**src/rtl/adpll_grid_pkg.sv**
```systemverilog
// Shared encodings and the per-node coupling-weight rule for the ADPLL grid controller.
package adpll_grid_pkg;

    typedef enum logic [1:0] {
        ST_IDLE   = 2'b00,
        ST_RAMP   = 2'b01,
        ST_TRACK  = 2'b10,
        ST_LOCKED = 2'b11
    } state_e;

    localparam logic [1:0] MODE_PLL = 2'b00;
    localparam logic [1:0] MODE_BI  = 2'b01;
    localparam logic [1:0] MODE_UNI = 2'b10;

    localparam logic [3:0] W0 = 4'd0;
    localparam logic [3:0] W1 = 4'd1;
    localparam logic [3:0] W2 = 4'd2;
    localparam logic [3:0] W4 = 4'd4;

    // Returns {left, above, right, below}; node (0,0) treats the reference as its left neighbour.
    function automatic logic [15:0] node_weight(input logic [1:0] mode, input int row,
                                                input int col, input int rows, input int cols);
        logic       has_l, has_a, has_r, has_b;
        int         n_up, n_dn;
        logic [3:0] up_w, dn_w;
        has_l = (col > 0) || (row == 0);
        has_a = (row > 0);
        has_r = (col < cols - 1);
        has_b = (row < rows - 1);
        n_up  = 0;
        n_dn  = 0;
        if (has_l) n_up++;
        if (has_a) n_up++;
        if (has_r) n_dn++;
        if (has_b) n_dn++;
        up_w = W0;
        dn_w = W0;
        case (mode)
            MODE_UNI: up_w = (n_up == 2) ? W2 : W4;
            MODE_BI: begin
                if (n_dn == 0) begin
                    up_w = (n_up == 2) ? W2 : W4;
                end else begin
                    up_w = (n_up == 2) ? W1 : W2;
                    dn_w = (n_dn == 2) ? W1 : W2;
                end
            end
            default: return {W4, W0, W0, W0};
        endcase
        return {has_l ? up_w : W0, has_a ? up_w : W0, has_r ? dn_w : W0, has_b ? dn_w : W0};
    endfunction

endpackage

```
**src/rtl/adpll_grid_ctrl_node_lock_det.sv**
```systemverilog
// Per-node lock detector: |error| threshold test feeding a saturating in-lock run counter.
module node_lock_det #(
    parameter int PDET_WIDTH  = 5,
    parameter int LOCK_THRESH = 2,
    parameter int LOCK_CYCLES = 256
) (
    input  logic                  fpga_clk_i,
    input  logic                  reset_ni,
    input  logic                  clr_i,
    input  logic                  en_i,
    input  logic [PDET_WIDTH-1:0] error_i,
    output logic                  lock_o
);
    localparam int CNT_W = $clog2(LOCK_CYCLES + 1);

    logic [CNT_W-1:0]      r_cnt;
    logic [PDET_WIDTH-1:0] w_abs;
    logic                  w_most_neg;
    logic                  w_in_thr;

    // The most negative code has no positive twin, so it is rejected explicitly.
    assign w_most_neg = (error_i == {1'b1, {(PDET_WIDTH-1){1'b0}}});
    assign w_abs      = error_i[PDET_WIDTH-1] ? (~error_i + PDET_WIDTH'(1)) : error_i;
    assign w_in_thr   = !w_most_neg && (w_abs <= PDET_WIDTH'(LOCK_THRESH));

    always_ff @(posedge fpga_clk_i) begin
        if (!reset_ni || clr_i || !en_i || !w_in_thr) begin
            r_cnt <= '0;
        end else if (r_cnt != CNT_W'(LOCK_CYCLES)) begin
            r_cnt <= r_cnt + CNT_W'(1);
        end
    end

    assign lock_o = (r_cnt == CNT_W'(LOCK_CYCLES));

endmodule

```
**src/rtl/adpll_grid_ctrl.sv**
```systemverilog
// ADPLL grid controller: staged node enable, coupling weights, config regs and lock FSM.
// Define ADPLL_LOCK_MON_EN to build per-node lock detection and the LOCKED state.
module adpll_grid_ctrl
    import adpll_grid_pkg::*;
#(
    parameter int ROWS        = 2,
    parameter int COLS        = 2,
    parameter int PDET_WIDTH  = 5,
    parameter int LOCK_THRESH = 2,
    parameter int LOCK_CYCLES = 256,
    parameter int RAMP_STEP   = 64
) (
    input  logic                             fpga_clk_i,
    input  logic                             reset_ni,
    input  logic                             enable_i,
    input  logic [1:0]                       mode_i,
    input  logic                             cfg_load_i,
    input  logic                             cfg_sel_i,
    input  logic [11:0]                      cfg_data_i,
    input  logic [ROWS*COLS*PDET_WIDTH-1:0]  error_i,
    output logic [ROWS*COLS-1:0]             node_en_o,
    output logic [ROWS*COLS*16-1:0]          weight_o,
    output logic [3:0]                       kp_o,
    output logic [3:0]                       ki_o,
    output logic [11:0]                      ref_sel_o,
    output logic [ROWS*COLS-1:0]             lock_o,
    output logic                             all_locked_o,
    output logic [1:0]                       state_o
);
    localparam int N      = ROWS * COLS;
    localparam int RCNT_W = $clog2(RAMP_STEP + 1);
    localparam logic [N*16-1:0] PLL_WEIGHTS = {N{{W4, W0, W0, W0}}};

    state_e            r_state, w_state_next;
    logic [1:0]        r_mode;
    logic [N-1:0]      r_node_en;
    logic [N-1:0]      w_lock;
    logic [RCNT_W-1:0] r_ramp_cnt;
    logic [N*16-1:0]   r_weight, w_weight_new;
    logic [3:0]        r_kp, r_ki;
    logic [11:0]       r_ref_sel;
    logic              w_mode_chg, w_load_mode, w_ramp_clr;

    genvar gi;

    assign w_mode_chg = (r_state != ST_IDLE) && (mode_i != r_mode);

    generate
        for (gi = 0; gi < N; gi++) begin : g_weight
            assign w_weight_new[gi*16 +: 16] = node_weight(mode_i, gi / COLS, gi % COLS, ROWS, COLS);
        end
    endgenerate

    always_ff @(posedge fpga_clk_i) begin
        if (!reset_ni) begin
            r_state <= ST_IDLE;
        end else begin
            r_state <= w_state_next;
        end
    end

    always_comb begin
        w_state_next = r_state;
        if (!enable_i) begin
            w_state_next = ST_IDLE;
        end else if (r_state == ST_IDLE || w_mode_chg) begin
            w_state_next = ST_RAMP;
        end else begin
            case (r_state)
                ST_RAMP: if (r_node_en[N-1]) w_state_next = ST_TRACK;
                ST_TRACK: begin
`ifdef ADPLL_LOCK_MON_EN
                    if (&w_lock) w_state_next = ST_LOCKED;
`endif
                end
                ST_LOCKED: begin
`ifdef ADPLL_LOCK_MON_EN
                    if (!(&w_lock)) w_state_next = ST_TRACK;
`else
                    w_state_next = ST_TRACK;
`endif
                end
                default: w_state_next = ST_IDLE;
            endcase
        end
    end

    // A (re)entry into RAMP latches the mode and restarts both the ramp and lock detection.
    always_comb begin
        w_load_mode  = 1'b0;
        w_ramp_clr   = 1'b0;
        if (!enable_i) begin
            w_ramp_clr = 1'b1;
        end else if (r_state == ST_IDLE || w_mode_chg) begin
            w_load_mode = 1'b1;
            w_ramp_clr  = 1'b1;
        end
        all_locked_o = (r_state == ST_LOCKED);
    end

    always_ff @(posedge fpga_clk_i) begin
        if (!reset_ni) begin
            r_mode     <= MODE_PLL;
            r_weight   <= PLL_WEIGHTS;
            r_node_en  <= '0;
            r_ramp_cnt <= '0;
        end else begin
            if (w_load_mode) begin
                r_mode   <= mode_i;
                r_weight <= w_weight_new;
            end
            if (w_ramp_clr) begin
                r_node_en  <= '0;
                r_ramp_cnt <= '0;
            end else if (r_state == ST_RAMP) begin
                if (r_ramp_cnt == RCNT_W'(RAMP_STEP - 1)) begin
                    r_ramp_cnt <= '0;
                    r_node_en  <= (r_node_en << 1) | N'(1);
                end else begin
                    r_ramp_cnt <= r_ramp_cnt + RCNT_W'(1);
                end
            end
        end
    end

    always_ff @(posedge fpga_clk_i) begin
        if (!reset_ni) begin
            r_kp      <= '0;
            r_ki      <= '0;
            r_ref_sel <= '0;
        end else if (cfg_load_i) begin
            if (cfg_sel_i) begin
                r_ref_sel <= cfg_data_i;
            end else begin
                r_kp <= cfg_data_i[11:8];
                r_ki <= cfg_data_i[3:0];
            end
        end
    end

`ifdef ADPLL_LOCK_MON_EN
    generate
        for (gi = 0; gi < N; gi++) begin : g_lock
            node_lock_det #(
                .PDET_WIDTH (PDET_WIDTH),
                .LOCK_THRESH(LOCK_THRESH),
                .LOCK_CYCLES(LOCK_CYCLES)
            ) u_lock_det (
                .fpga_clk_i(fpga_clk_i),
                .reset_ni  (reset_ni),
                .clr_i     (w_ramp_clr),
                .en_i      (r_node_en[gi]),
                .error_i   (error_i[gi*PDET_WIDTH +: PDET_WIDTH]),
                .lock_o    (w_lock[gi])
            );
        end
    endgenerate
`else
    logic w_unused_err;
    assign w_unused_err = ^error_i;
    assign w_lock       = '0;
`endif

    assign node_en_o = r_node_en;
    assign weight_o  = r_weight;
    assign kp_o      = r_kp;
    assign ki_o      = r_ki;
    assign ref_sel_o = r_ref_sel;
    assign lock_o    = w_lock;
    assign state_o   = r_state;

endmodule

```
**config.mk**
```make
export PLATFORM = sky130hd
export DESIGN_NAME = adpll_grid_ctrl
export DESIGN_NICKNAME = d
export VERILOG_FILES = /design/src/rtl/adpll_grid_pkg.sv /design/src/rtl/adpll_grid_ctrl_node_lock_det.sv /design/src/rtl/adpll_grid_ctrl.sv
export SDC_FILE = /design/constraint.sdc
export NUM_CORES = 1
export LEC_CHECK = 0
export BUFFER_PORTS_ARGS = -buffer_cell sky130_fd_sc_hd__buf_2
export CAP_MARGIN = 20
export CELL_PAD_IN_SITES_DETAIL_PLACEMENT = 0
export CELL_PAD_IN_SITES_GLOBAL_PLACEMENT = 1
export CORE_ASPECT_RATIO = 1.75
export CORE_MARGIN = 4
export CORE_UTILIZATION = 32
export DETAILED_ROUTE_END_ITERATION = 16
export PLACE_DENSITY_LB_ADDON = 0.1
export RECOVER_POWER = 50
export SLEW_MARGIN = 20
export SYNTH_ARGS = -nofsm -noshare
export SYNTH_HDL_FRONTEND = slang
export SYNTH_SLANG_ARGS = --single-unit
```
**constraint.sdc**
```tcl
create_clock -name fpga_clk_i -period 2 [get_ports fpga_clk_i]
set_input_delay 0 -clock fpga_clk_i [delete_from_list [all_inputs] [get_ports fpga_clk_i]]
set_output_delay 0 -clock fpga_clk_i [all_outputs]
set_load 0.01 [all_outputs]
```
==> flow_metrics.tcl, run 1 <==
set metrics [dict create \
    reg2regPathDepth 3 \
    r2r-end "node_en_o[0]" \
    design_area_um2 2580 \
    end_kind "flop" \
    leakagePower_nw 1.12 \
    fin_ws_ns 0.468 \
    criticalPathCategory "flop to flop" \
    netlist_top_cells_area "dfxtp_1 35%, buf_4 21%, nand2_1 7.6%" \
    p_per_area_nw_per_um2 726 \
    netlist_area_um2 2260 \
    power_mw 1.87 \
    areaGrowthSynthToFinish_pct 14.1 \
    cts_setup_buffers 0 \
    ant_nets 0 \
    tns_ns 0 \
    portBuffers 59 \
    pre_cts_ws_ns 0.472 \
    path_cells "nor2_2, or4_4, o21ba_2" \
    vias 1756 \
    numCtsBuffers 5 \
    critPathLaunchType "flop" \
    die-area_um2 8530 \
    yosysWarnings 0 \
    peakVddDrop_uv 440 \
    reg2reg_slack_ns 0.47 \
    max_cap_violations 0 \
    track_usage 0.121 \
    status "complete, no violations" \
    p_seq_frac 0.453 \
    die_y_um 119 \
    grt_pass1_wl_um 8070 \
    period_share 0.766 \
    place_area_um2 2360 \
    nets 372 \
    ys_types 40 \
    core_um2 6860 \
    clock_latency_ns 0.28 \
    clk_pin_slew_ns 0.06 \
    avgViaCountPerCell 4.25 \
    hpwl_um 3850 \
    required_ns 2.23 \
    p_comb_frac 0.137 \
    drive_above_1_share 0.152 \
    die_w_um 71.5 \
    synth_edf_count 0 \
    drt_wl_total_um 5180 \
    cts_tree "done" \
    synthFlopType "dfxtp_1" \
    r2r-start "state_o[0]" \
    first_global_vias 1655 \
    power.internal_mw 1.37 \
    htreeDepth 2 \
    final_cell_mix "54 x conb_1, 46 x nand2_1, 40 x dfxtp_1" \
    critPathMaxStageDelay_ns 0.63 \
    clkSinkCount 40 \
    clk_path_buf_depth 2 \
    ys_ff_latch 40 \
    num_rows 40 \
    ys_seq_area_frac 0.354 \
    max_freq_mhz 653 \
    grt-ovfl-total 0 \
    drt_iter0_drc 90 \
    hold_class "input port to flop" \
    relSlewSlack 0.543 \
    slowest_stage "or4_4" \
    switchingPower_mw 0.499 \
    layout_commonest_cell "conb_1" \
    synth_top_area_share 0.354 \
    synth_async_sr_flop_share 0 \
    min_period_ns 1.53 \
    avgSynthCellArea_um2 8.37 \
    worstHoldStart "reset_ni" \
    skew_ns 0.00174 \
    worstHoldPathCells 3 \
    final_util 0.376 \
    grt_max_degree 36 \
    drc 0 \
    maxSlewViolCount 0 \
    drt_pre_antenna_iters 4 \
    tightestPinTransition_ns 0.685 \
    root_buffer "clkbuf_16" \
    worstPathArrival_ns 1.76 \
    sw_frac_of_total 0.267 \
    grt_setup_unrepaired "false" \
    gp_congestion 0.758 \
    p_clk_frac 0.409 \
    wl_per_cell_um 12.5 \
    antenna_found_initial 0 \
    synth_largest_area_cell "dfxtp_1" \
    hold_viol 0 \
    crit_path_max_fanout 12 \
    ios 134 \
    initial_core_util 0.330 \
    synthCells 270 \
    min_to "state_o[0]" \
    diodes 0 \
    finalSetupViolCount 0 \
]
## metrics by stage
step,hold WS [ns],cells
after floorplan,0.144,323
after global placement,0.256,394
after detailed placement,0.261,394
after CTS,0.0106,413
after global routing,0.0302,413
final,0.0146,413
## what timing repair did
| item | in CTS | in global routing |
|---|---|---|
| hold endpoints to repair | 17 | 0 |
| hold buffers | 12 | 0 |
| resized for setup | 0 | 0 |
## Yosys cell counts, drive strengths merged, types with 4 or more instances
master	count
xor2	4
buf	65
nand4	4
o21ai	10
or4	4
a21oi	5
a21boi	20
nand2	46
nor2	7
ha	4
inv	6
dfxtp	40
clkbuf	11
and3	5
## registers in the layout, indices dropped and copies added (netlist names)
name and cells:
r_ramp_cnt 7, weight_o 5, node_en_o 4, r_mode 2, state_o 2, ref_sel_o 12, kp_o 4, ki_o 4
## cell type report
cell class                 count  area [µm²]
timing repair buffer          75         414
multi-input combinational    201        1100
clock buffer                   6         129
clock inverter                 1        5.00
inverter                       6        22.5
sequential                    40         801
tap                           84         105
fill                         743        4280
## kinds of logic (layout without fill, tap and decap cells)
family | Yosys count | in the layout | synth area share
simple gates | 90 | 90 | 0.203
other cells | 1 | 54 | 0.00166
flops | 40 | 40 | 0.354
xor+xnor | 4 | 4 | 0.0155
buf+inv | 82 | 88 | 0.246
compound gates | 46 | 46 | 0.145
fa+ha+maj | 4 | 4 | 0.0221
mux | 3 | 3 | 0.0133
## power groups by stage
stage	Sequential, mW	Clock [mW]	Combinational [mW]
global route	0.853	0.826	0.289
floorplan	0.878	0	0.237
detailed placement	0.867	0	0.246
CTS	0.849	0.798	0.264
global placement	0.866	0	0.248
finish	0.849	0.767	0.257
## how the worst max path moves through the flow
stage,from,endpoint,slack (ns),cells after the start
final,state_o[0],node_en_o[0],0.47,3
after floorplan,state_o[0],r_ramp_cnt[5],0.54,4
after global routing,state_o[0],r_ramp_cnt[3],0.37,3
after detailed placement,state_o[0],r_ramp_cnt[3],0.47,3
after CTS,state_o[0],node_en_o[0],0.46,3
after global placement,state_o[0],r_ramp_cnt[3],0.47,3
## worst max-delay path: cells and delay by family, from the launching register on
family           cells  cell delay (ns)
AND/OR/NAND/NOR      2             0.72
AO/OA/AOI/OAI        1             0.27
flip-flops           1             0.49
## layer usage
metal  wire (µm)  up-vias  track usage
met4         116        0       0.0565
met3         345        8       0.0329
met5           0        -            0
met1        1960      786        0.130
met2        2750       61        0.213
li1            -      901            -
(Power assumes the default switching activity.)
==> run 2, diff against run 1 <==
--- a/config.mk
+++ b/config.mk
@@ -11,7 +11,7 @@
 export CELL_PAD_IN_SITES_GLOBAL_PLACEMENT = 1
 export CORE_ASPECT_RATIO = 1.75
 export CORE_MARGIN = 4
-export CORE_UTILIZATION = 32
+export CORE_UTILIZATION = 27
 export DETAILED_ROUTE_END_ITERATION = 16
 export PLACE_DENSITY_LB_ADDON = 0.1
 export RECOVER_POWER = 50
==> constraint.sdc (replaced) <==
create_clock -name fpga_clk_i -period 1.3 [get_ports fpga_clk_i]
set_input_delay 0 -clock fpga_clk_i [delete_from_list [all_inputs] [get_ports fpga_clk_i]]
set_output_delay 0 -clock fpga_clk_i [all_outputs]
set_load 0.01 [all_outputs]
==> flow_metrics.tcl, run 2 (synthesis results as in run 1) <==
set metrics [dict create \
    crit_start "r_mode[0]" \
    avgViaCountPerCell 4.22 \
    criticalPathCategory "flop to flop" \
    place_area_um2 2480 \
    worstHoldStart "enable_i" \
    vias 1844 \
    n_fill_cell 890 \
    drc 0 \
    ant_nets 0 \
    slowest_stage "or4_4" \
    nets 390 \
    tightestPinTransition_ns 0.650 \
    max_cap_violations 0 \
    pre_cts_ws_ns -0.129 \
    peakVddDrop_uv 617 \
    cts_tree "done" \
    final_cell_mix "54 x conb_1, 46 x nand2_1, 43 x buf_2" \
    antenna_found_initial 0 \
    initial_core_util 0.280 \
    core_um2 8070 \
    sw_frac_of_total 0.261 \
    p_clk_frac 0.426 \
    final_util 0.347 \
    die_y_um 129 \
    drt_wl_total_um 5710 \
    leakagePower_nw 1.26 \
    relSlewSlack 0.567 \
    drive_above_1_share 0.251 \
    r2r-start "r_mode[0]" \
    drt_pre_antenna_iters 4 \
    grt_setup_unrepaired "true" \
    end_kind "flop" \
    status "finished with violations" \
    diodes 0 \
    first_global_vias 1719 \
    grt_max_degree 20 \
    period_share 1.03 \
    max_freq_mhz 745 \
    critPathMaxStageDelay_ns 0.55 \
    failed_checks "setup timing" \
    p_seq_frac 0.428 \
    grt_pass1_wl_um 8670 \
    clk_path_buf_depth 2 \
    required_ns 1.53 \
    fin_ws_ns -0.0424 \
    hold_viol 0 \
    crit_path_max_fanout 6 \
    num_rows 43 \
    wl_per_cell_um 13.1 \
    maxSlewViolCount 0 \
    ios 134 \
    p_comb_frac 0.146 \
    htreeDepth 2 \
    clk_pin_slew_ns 0.06 \
    worstPathArrival_ns 1.57 \
    drt_iter0_drc 26 \
    portBuffers 59 \
    power_mw 3.04 \
    clkSinkCount 40 \
    gp_congestion 0.706 \
    largest_reg_flops 12 \
    path_cells "xor2_2, or4_4, o21ba_2" \
    areaGrowthSynthToFinish_pct 24.0 \
    design_area_um2 2800 \
    critPathLaunchType "flop" \
    hpwl_um 4290 \
    layout_commonest_cell "conb_1" \
    die_w_um 77.2 \
    hold_class "input port to flop" \
    root_buffer "clkbuf_16" \
    finalSetupViolCount 5 \
    power.internal_mw 2.25 \
    skew_ns 0.00117 \
    p_per_area_nw_per_um2 1080 \
    clock_latency_ns 0.28 \
    switchingPower_mw 0.795 \
    die-area_um2 9960 \
    numCtsBuffers 5 \
    track_usage 0.111 \
    min_period_ns 1.34 \
    grt-ovfl-total 0 \
]
==> run 2: cell types whose count changed in the layout (fill, tap and decap cells not counted), moves of 2 or more <==
cell | previous run | this run
buf_2 | 34 | 43
dfxtp_1 | 40 | 34
xor2_2 | 0 | 2
xor2_1 | 4 | 2
buf_4 | 4 | 19
o21ai_1 | 0 | 2
o21ai_0 | 10 | 8
clkbuf_8 | 0 | 2
dfxtp_2 | 0 | 4
dfxtp_4 | 0 | 2
clkbuf_1 | 26 | 16
==> run 2: path summary, 6_finish.rpt <==
check | end | slack [ns] | cells after the start
worst max-delay path | node_en_o[0] | -0.04 | 3
worst min register to register | ref_sel_o[0] | 0.46 | 2
worst min-delay path | state_o[0] | 0.03 | 3
worst max register to register | node_en_o[0] | -0.04 | 3
==> run 2: final cells by class <==
class / count / area (µm²) / area share
clock buffers: 7 / 153 / 0.0544
inverters: 6 / 22.5 / 0.00803
multi-input cells: 202 / 1140 / 0.407
flip-flops and latches: 40 / 813 / 0.290
well taps: 90 / 113 / 0.0402
repair buffers: 92 / 561 / 0.200
==> run 2: repair_timing <==
action / CTS / global route
buffers inserted: 0 / 2
hold endpoints to repair: 20 / 0
pin swaps: 2 / 7
setup endpoints to repair: 12 / 12
resized for setup: 3 / 10
cloned: 1 / 1
hold buffers: 12 / 0
==> run 2: worst max-delay path, delay by kind of cell (launching register included) <==
kind	cells	cell delay [ns]
AO/OA/AOI/OAI	1	0.25
XOR/XNOR	1	0.16
flip-flops	1	0.33
AND/OR/NAND/NOR	1	0.55
==> run 2: routing by layer <==
layer | up-vias | GRT usage | wire (µm)
li1 | 941 | - | -
met1 | 840 | 0.111 | 2060
met2 | 57 | 0.213 | 3270
met3 | 6 | 0.0355 | 293
met4 | 0 | 0.0409 | 88
met5 | - | 0 | 0
==> run 2: power groups by stage <==
stage | Clock [mW] | Sequential (mW) | Combinational (mW)
after floorplan | 0 | 1.35 | 0.364
after global placement | 0 | 1.33 | 0.405
after detailed placement | 0 | 1.33 | 0.405
after CTS | 1.35 | 1.30 | 0.442
after global routing | 1.41 | 1.31 | 0.496
final | 1.30 | 1.30 | 0.443
==> run 2: per-stage QoR <==
| stage | hold slack, ns | TNS, ns | std cells |
|---|---|---|---|
| after floorplan | 0.135 | -0.0666 | 323 |
| after global placement | 0.255 | -0.363 | 414 |
| after detailed placement | 0.259 | -0.523 | 414 |
| after CTS | 0.0361 | -0.192 | 434 |
| after global routing | 0.0627 | -0.372 | 437 |
| final | 0.0341 | -0.118 | 437 |
